**src/rtl/sort_ip_seq.sv**
```systemverilog
// sort_ip_seq -- sequential (character, weight) sorter.
//
// Accepts one vector of IP_WIDTH (character, weight) pairs over a valid/ready
// handshake, sorts it with odd-even transposition (one compare-swap pass per
// cycle, IP_WIDTH passes), then presents the result until the consumer takes
// it. Sort key is {weight, character}, unsigned; weight is primary and the
// character breaks ties. Equal keys are never swapped.
//
// Ports:
//   clk, rst          clock, synchronous active-high reset
//   in_valid/in_ready input handshake; in_ready is high only in IDLE
//   in_mode           0 = descending, 1 = ascending (latched at accept)
//   in_character      IP_WIDTH x CHAR_W, element 0 in the MSBs
//   in_weight         IP_WIDTH x WEIGHT_W, same packing
//   out_valid/out_ready output handshake; out_valid is high only in DONE
//   out_character     sorted characters, position 0 in the MSBs
//   out_weight        weights bound to out_character
module sort_ip_seq #(
    parameter int IP_WIDTH = 8,
    parameter int CHAR_W   = 4,
    parameter int WEIGHT_W = 5
) (
    input  logic                         clk,
    input  logic                         rst,
    input  logic                         in_valid,
    output logic                         in_ready,
    input  logic                         in_mode,
    input  logic [IP_WIDTH*CHAR_W-1:0]   in_character,
    input  logic [IP_WIDTH*WEIGHT_W-1:0] in_weight,
    output logic                         out_valid,
    input  logic                         out_ready,
    output logic [IP_WIDTH*CHAR_W-1:0]   out_character,
    output logic [IP_WIDTH*WEIGHT_W-1:0] out_weight
);

    localparam int CW = $clog2(IP_WIDTH);
    localparam int KW = WEIGHT_W + CHAR_W;

    typedef enum logic [1:0] {IDLE, SORT, DONE} state_t;

    state_t              state_q;
    logic [CW-1:0]       pass_q;
    logic                mode_q;
    logic [CHAR_W-1:0]   chr_q [IP_WIDTH];
    logic [WEIGHT_W-1:0] wgt_q [IP_WIDTH];
    logic [CHAR_W-1:0]   chr_d [IP_WIDTH];
    logic [WEIGHT_W-1:0] wgt_d [IP_WIDTH];

    function automatic logic need_swap(input logic [KW-1:0] a,
                                       input logic [KW-1:0] b,
                                       input logic asc);
        return asc ? (a > b) : (a < b);
    endfunction

    // One transposition pass. Only pairs whose left index has the same parity
    // as the pass number are compared, so the pairs never overlap and an
    // unpaired end element falls through unchanged.
    always_comb begin
        for (int i = 0; i < IP_WIDTH; i++) begin
            chr_d[i] = chr_q[i];
            wgt_d[i] = wgt_q[i];
        end
        for (int i = 0; i < IP_WIDTH - 1; i++) begin
            if (i[0] == pass_q[0] &&
                need_swap({wgt_q[i], chr_q[i]}, {wgt_q[i+1], chr_q[i+1]}, mode_q)) begin
                chr_d[i]   = chr_q[i+1];
                wgt_d[i]   = wgt_q[i+1];
                chr_d[i+1] = chr_q[i];
                wgt_d[i+1] = wgt_q[i];
            end
        end
    end

    always_ff @(posedge clk) begin
        if (rst) begin
            state_q <= IDLE;
            pass_q  <= '0;
            mode_q  <= 1'b0;
            for (int i = 0; i < IP_WIDTH; i++) begin
                chr_q[i] <= '0;
                wgt_q[i] <= '0;
            end
        end else begin
            case (state_q)
                IDLE: begin
                    if (in_valid) begin
                        for (int i = 0; i < IP_WIDTH; i++) begin
                            chr_q[i] <= in_character[(IP_WIDTH-1-i)*CHAR_W +: CHAR_W];
                            wgt_q[i] <= in_weight[(IP_WIDTH-1-i)*WEIGHT_W +: WEIGHT_W];
                        end
                        mode_q  <= in_mode;
                        pass_q  <= '0;
                        state_q <= SORT;
                    end
                end
                SORT: begin
                    for (int i = 0; i < IP_WIDTH; i++) begin
                        chr_q[i] <= chr_d[i];
                        wgt_q[i] <= wgt_d[i];
                    end
                    // Counter may wrap after the last pass; it is cleared at
                    // the next accept, so the wrapped value is never used.
                    pass_q <= pass_q + 1'b1;
                    if (pass_q == CW'(IP_WIDTH - 1))
                        state_q <= DONE;
                end
                DONE: begin
                    if (out_ready)
                        state_q <= IDLE;
                end
                default: state_q <= IDLE;
            endcase
        end
    end

    assign in_ready  = (state_q == IDLE);
    assign out_valid = (state_q == DONE);

    always_comb begin
        out_character = '0;
        out_weight    = '0;
        for (int i = 0; i < IP_WIDTH; i++) begin
            out_character[(IP_WIDTH-1-i)*CHAR_W +: CHAR_W]  = chr_q[i];
            out_weight[(IP_WIDTH-1-i)*WEIGHT_W +: WEIGHT_W] = wgt_q[i];
        end
    end

endmodule

```
**config.mk**
```make
export PLATFORM = sky130hd
export DESIGN_NAME = sort_ip_seq
export DESIGN_NICKNAME = d
export VERILOG_FILES = /design/src/rtl/sort_ip_seq.sv
export SDC_FILE = /design/constraint.sdc
export NUM_CORES = 1
export LEC_CHECK = 0
export CAP_MARGIN = 10
export CORE_MARGIN = 5
export CORE_UTILIZATION = 37
export DETAILED_ROUTE_END_ITERATION = 7
export PLACE_DENSITY = 0.67
export REMOVE_ABC_BUFFERS = 1
export SYNTH_ARGS = -nofsm -noshare
export SYNTH_HDL_FRONTEND = slang
export SYNTH_SLANG_ARGS = --single-unit
export TNS_END_PERCENT = 20
```
**constraint.sdc**
```tcl
create_clock -name clk -period 3.2 [get_ports clk]
set_input_delay 0.32 -clock clk [delete_from_list [all_inputs] [get_ports clk]]
set_output_delay 0.32 -clock clk [all_outputs]
set_load 0.02 [all_outputs]
```
# [Word level (Yosys, flattened, before mapping)]
# Memory sizes are Yosys's and may differ from the RTL's.
# Index checks and enable logic that the tools add are counted.
[op_classes] mux=68 bitwise=33 reduce_logical=12 eq_ne=6 n_lt_le_gt_ge=14 add_sub_neg=1
[ops] operator="5-bit 2-to-1 mux" n=16
[ops] operator="10-bit 2-to-1 mux" n=7
[ops] operator="4-bit 2-to-1 mux" n=16
[ops] operator="9-bit > comparator" n=7
[ops] operator="9-bit < comparator" n=7
[ops] operator="8-bit 2-to-1 mux" n=7
[ops] operator="1-bit OR" n=32
[ops] operator="1-bit 2-to-1 mux" n=16
[ops] operator="1-bit logical AND" n=7
[ops] operator="2-bit 2-to-1 mux" n=3
[ops] operator="2-bit case mux with 3 select lines" n=1
[ops] operator="3-bit case mux with 2 select lines" n=1
[ops] operator="2-bit inequality test (second input constant)" n=2
[ops] operator="2-bit AND reduction" n=2
[ops] operator="3-bit by 1-bit adder with 3-bit output (second input constant)" n=1
[ops] operator="3-bit == test (second input constant)" n=1
[ops] operator="3-bit 2-to-1 mux" n=1
[ops] operator="3-bit AND reduction" n=1
[ops] operator="2-bit by 1-bit == test with 1-bit output (second input constant)" n=1
[ops] operator="2-bit == test (second input constant)" n=1
[ops] operator="2-bit logical NOT" n=1
[ops] operator="2-bit by 1-bit inequality test with 1-bit output (second input constant)" n=1
[ops] operator="2-bit nonzero test" n=1
[ops] operator="1-bit NOT" n=1
[totals] inputBits=77 output_inout_bits=74 regBits=6 mem_count=2 mem_bits_rw=72
[mem_list] name="wgt_q" depth=8 width=5 read_ports=8 rd_ports_with_merged_regs=0 wr=8 line="45" text="logic [WEIGHT_W-1:0] wgt_q [IP_WIDTH];"
[mem_list] name="chr_q" depth=8 width=4 read_ports=8 rd_ports_with_merged_regs=0 wr=8 line="44" text="logic [CHAR_W-1:0] chr_q [IP_WIDTH];"

# [Logic depth before layout (Yosys ltp)]
[depth] ltp_word=11 depth_mapped=10

# [Least setup slack after synthesis]
# OpenSTA, ideal clock, no wires.
[synth_timing] path_kind="reg-to-reg" start="memory wgt_q[6][0], in the netlist wgt_q[1][10]" end="memory chr_q[5][0], in the netlist chr_q[1][4] (enable)" stages_incl_launch_ff=9 slack_ps=-107 t_arrival_ps=2914 setup_ps=393 required_ps=2807 cell_sequence="edfxtp_1 > inv_1 > ha_1 > a21oi_1 > o21ai_1 > a2111oi_0 > mux2_2 > buf_4 > a311oi_1"
[synth_lines] element="start: declaration" line="45"
[synth_lines] element="end: declaration" line="44"

==> summary.txt <==
Final WL - 17800 microns
First drt pass iteration count - 5
Post-synth ARST share - 0
Initial antenna violation count - 0
Req. time, crit path - 3.24 ns
Family with the most delay on the worst path - compound AO/OA/AOI/OAI gates
Gr busiest metal - met2
Reg2reg start - wgt_q[1][10]
Crit path max fanout - 12
Clock skew - 0.00798 ns
Final hold vios - 0
Worst vdd ir - 362 uV
Met3 GRT Util - 0.0356
# setup viols final - 0
Critical path endpoint - chr_q[1][11]
Tmin final - 3.01 ns
Cts repair resizes - 0
FILL cells - 1344
WP data arrival - 3.05 ns
RSZ-0062 raised after global routing - no
Crit path cell chain - inv_1 > ha_1 > a21oi_1 > o21ai_1 > a2111oi_0 > mux2_2 > mux2_2 > a21oi_1 > buf_4
Startpoint class of the critical path - flip-flop
Reg2Reg Setup Slack - 0.19 ns
Cell chosen for the clock root - clkbuf_16
EDFF count, synth - 72
Final Power - 4.49 mW
Most frequent cells in the layout - clkdlybuf4s50_1 (150), edfxtp_1 (72), inv_1 (71)
Number of H-tree levels - 3
Leakage power - 3.05 nW
Most common cell after layout, fill and taps aside - clkdlybuf4s50_1
Slew @ Worst Pin - 0.808 ns
Fin crit share - 0.941
Crit path kind - reg -> reg
Gpl congestion - 0.893
Seq/Total Area, Yosys - 0.418
Maxcap violations - 0
Slowest stage delay, CP - 0.50 ns
Post-synth top area share - 0.396
Total global-route track usage - 0.203
Avg Cell Area, Syn - 10.3 sq um
Largest net degree at the start of global routing - 33
Power density cells - 594 nW/um^2
# diodes - 0
Met2 Use GR - 0.328
First-pass GRT wire length - 28200 microns
Met1 Track Usage GR - 0.268
HPWL after DPL - 13900 microns
Post-Synthesis Cells - 528
Die Wd - 132 microns
Synth cell types - 50
GRT Residual Overflow - 0
Wire per inst - 20.3 microns
Worst Hold Margin - 0.476 ns
Hold-fix buffers, CTS - 0
Vias in the first global route - 5117
ANT nets after route - 0
Synthesized area - 5460 sq um
Most area-consuming cells after synthesis - edfxtp_1 (40%), ha_1 (15%), a221o_1 (8.2%)
Top_reg_cell synth - edfxtp_1
Reg2Reg Depth - 9
Warnings, synthesis - 0
Worst reg2reg endpoint - chr_q[1][11]
Slew headroom - 0.461
Layout cell share with drive strength beyond 1 - 0.0749
Rows - 44
I/O pin count - 151
Clock tree buffer depth - 2
Final nets - 832
# clock sinks - 78
Top achievable clock speed - 332 MHz
Slew Limit Fails - 0
Run status - complete, no violations
CTS tree - yes
Worst Hold Class - reg -> reg
Clock-pin transition on the worst setup and hold timing paths - 0.06 ns
DIE AREA - 17300 sq um
Crit path from - wgt_q[1][10]
Synth area leader - edfxtp_1
Post-CTS Setup Bufs - 0
CP bufs+invs - 2
DP Worst Slack - 0.199 ns
Crit path capture type - flip-flop
Die Ht - 132 microns
Final Worst Setup Slack - 0.190 ns
Num CTS Buffers - 9
#FFs+latches synth - 78
Crit-path slowest cell - mux2_2
Core ar. - 14500 sq um
Layout area overhead - 38.4%
Worst path depth - 9
Drt drc - 0
Iteration-0 DRC Markers - 385
I/O Buffers - 150
Effective utilization at floorplan - 0.376
Worst-Skew Late Latency - 0.35 ns
Vias - 4899
Post-detailed-route via-to-cell ratio - 5.58
layout make-up:
class / instances / area, sq um / share of cell area
timing repair buffer: 171 / 1660 / 0.219
clock inverter: 5 / 75.1 / 0.00993
sequential: 78 / 2280 / 0.302
tap: 184 / 230 / 0.0305
inverter: 72 / 270 / 0.0358
clock buffer: 10 / 229 / 0.0303
multi-input combinational: 358 / 2810 / 0.372
Yosys cell counts (all sizes together), types with 2 or more instances:
cell type and number:
edfxtp 72, inv 72, ha 65, a221o 45, nand2 34, and2 28, o21ai 26, a21oi 24
nor2 21, nor3 20, clkbuf 13, a22o 11, mux2i 11, nand4 9, nand3 8, buf 7
o31ai 7, dfxtp 6, mux2 6, a211oi 5, a21o 5, nand2b 4, a221oi 3, and4 3
nor2b 3, o21bai 3, a2111oi 2, and3b 2, o21a 2, o221ai 2, or3 2
sequential cells by signal, indices dropped and copies added (netlist names):
signal and count:
chr_q 32, mode_q 1, pass_q 3, state_q 2, wgt_q 40
worst min-delay path by stage:
| stage | start | end | depth (start not counted) |
|---|---|---|---|
| 2_1_floorplan | rst | mode_q | 1 |
| 3_3_place_gp | pass_q[1] | pass_q[1] | 1 |
| 3_5_place_dp | pass_q[1] | pass_q[1] | 1 |
| 4_1_cts | pass_q[1] | pass_q[1] | 1 |
| 5_1_grt | pass_q[1] | pass_q[1] | 1 |
| 6_report | pass_q[1] | pass_q[1] | 1 |
through the flow:
stage | setup TNS (ns) | instance area [sq um] | util | cells
after floorplan | -5.03 | 5360 | - | 508
after global placement | 0 | 7250 | 0.499 | 863
after detailed placement | 0 | 7250 | 0.499 | 863
after CTS | 0 | 7560 | 0.520 | 878
after global routing | 0 | 7560 | 0.520 | 878
final | 0 | 7560 | 0.520 | 878
worst register-to-register path, stage by stage, from the launching register on:
cell and delay [ns]:
edfxtp_1 0.42, inv_1 0.07, ha_1 0.33, a21oi_1 0.15
o21ai_1 0.12, a2111oi_0 0.48, mux2_2 0.50, mux2_2 0.29
a21oi_1 0.14, buf_4 0.21
power breakdown:
| part | switching [mW] | internal, mW |
|---|---|---|
| combinational | 0.984 | 0.839 |
| sequential | 0.241 | 1.34 |
| clock | 0.409 | 0.675 |
| total | 1.63 | 2.85 |
logic make-up after synthesis:
group           share of synthesized area
flops                               0.418
fa+ha+maj                           0.149
mux                                0.0325
buf+inv                            0.0687
simple gates                        0.134
compound gates                      0.199
layer usage:
layer  wire [microns]  up-vias  part of all wire
li1                 -     2317                 -
met1             7910     2371              0.44
met2             8420      176              0.47
met3             1010       35             0.056
met4              488        0             0.027
met5                0        -                 0
Note: power is estimated with default switching activity, not from simulation.
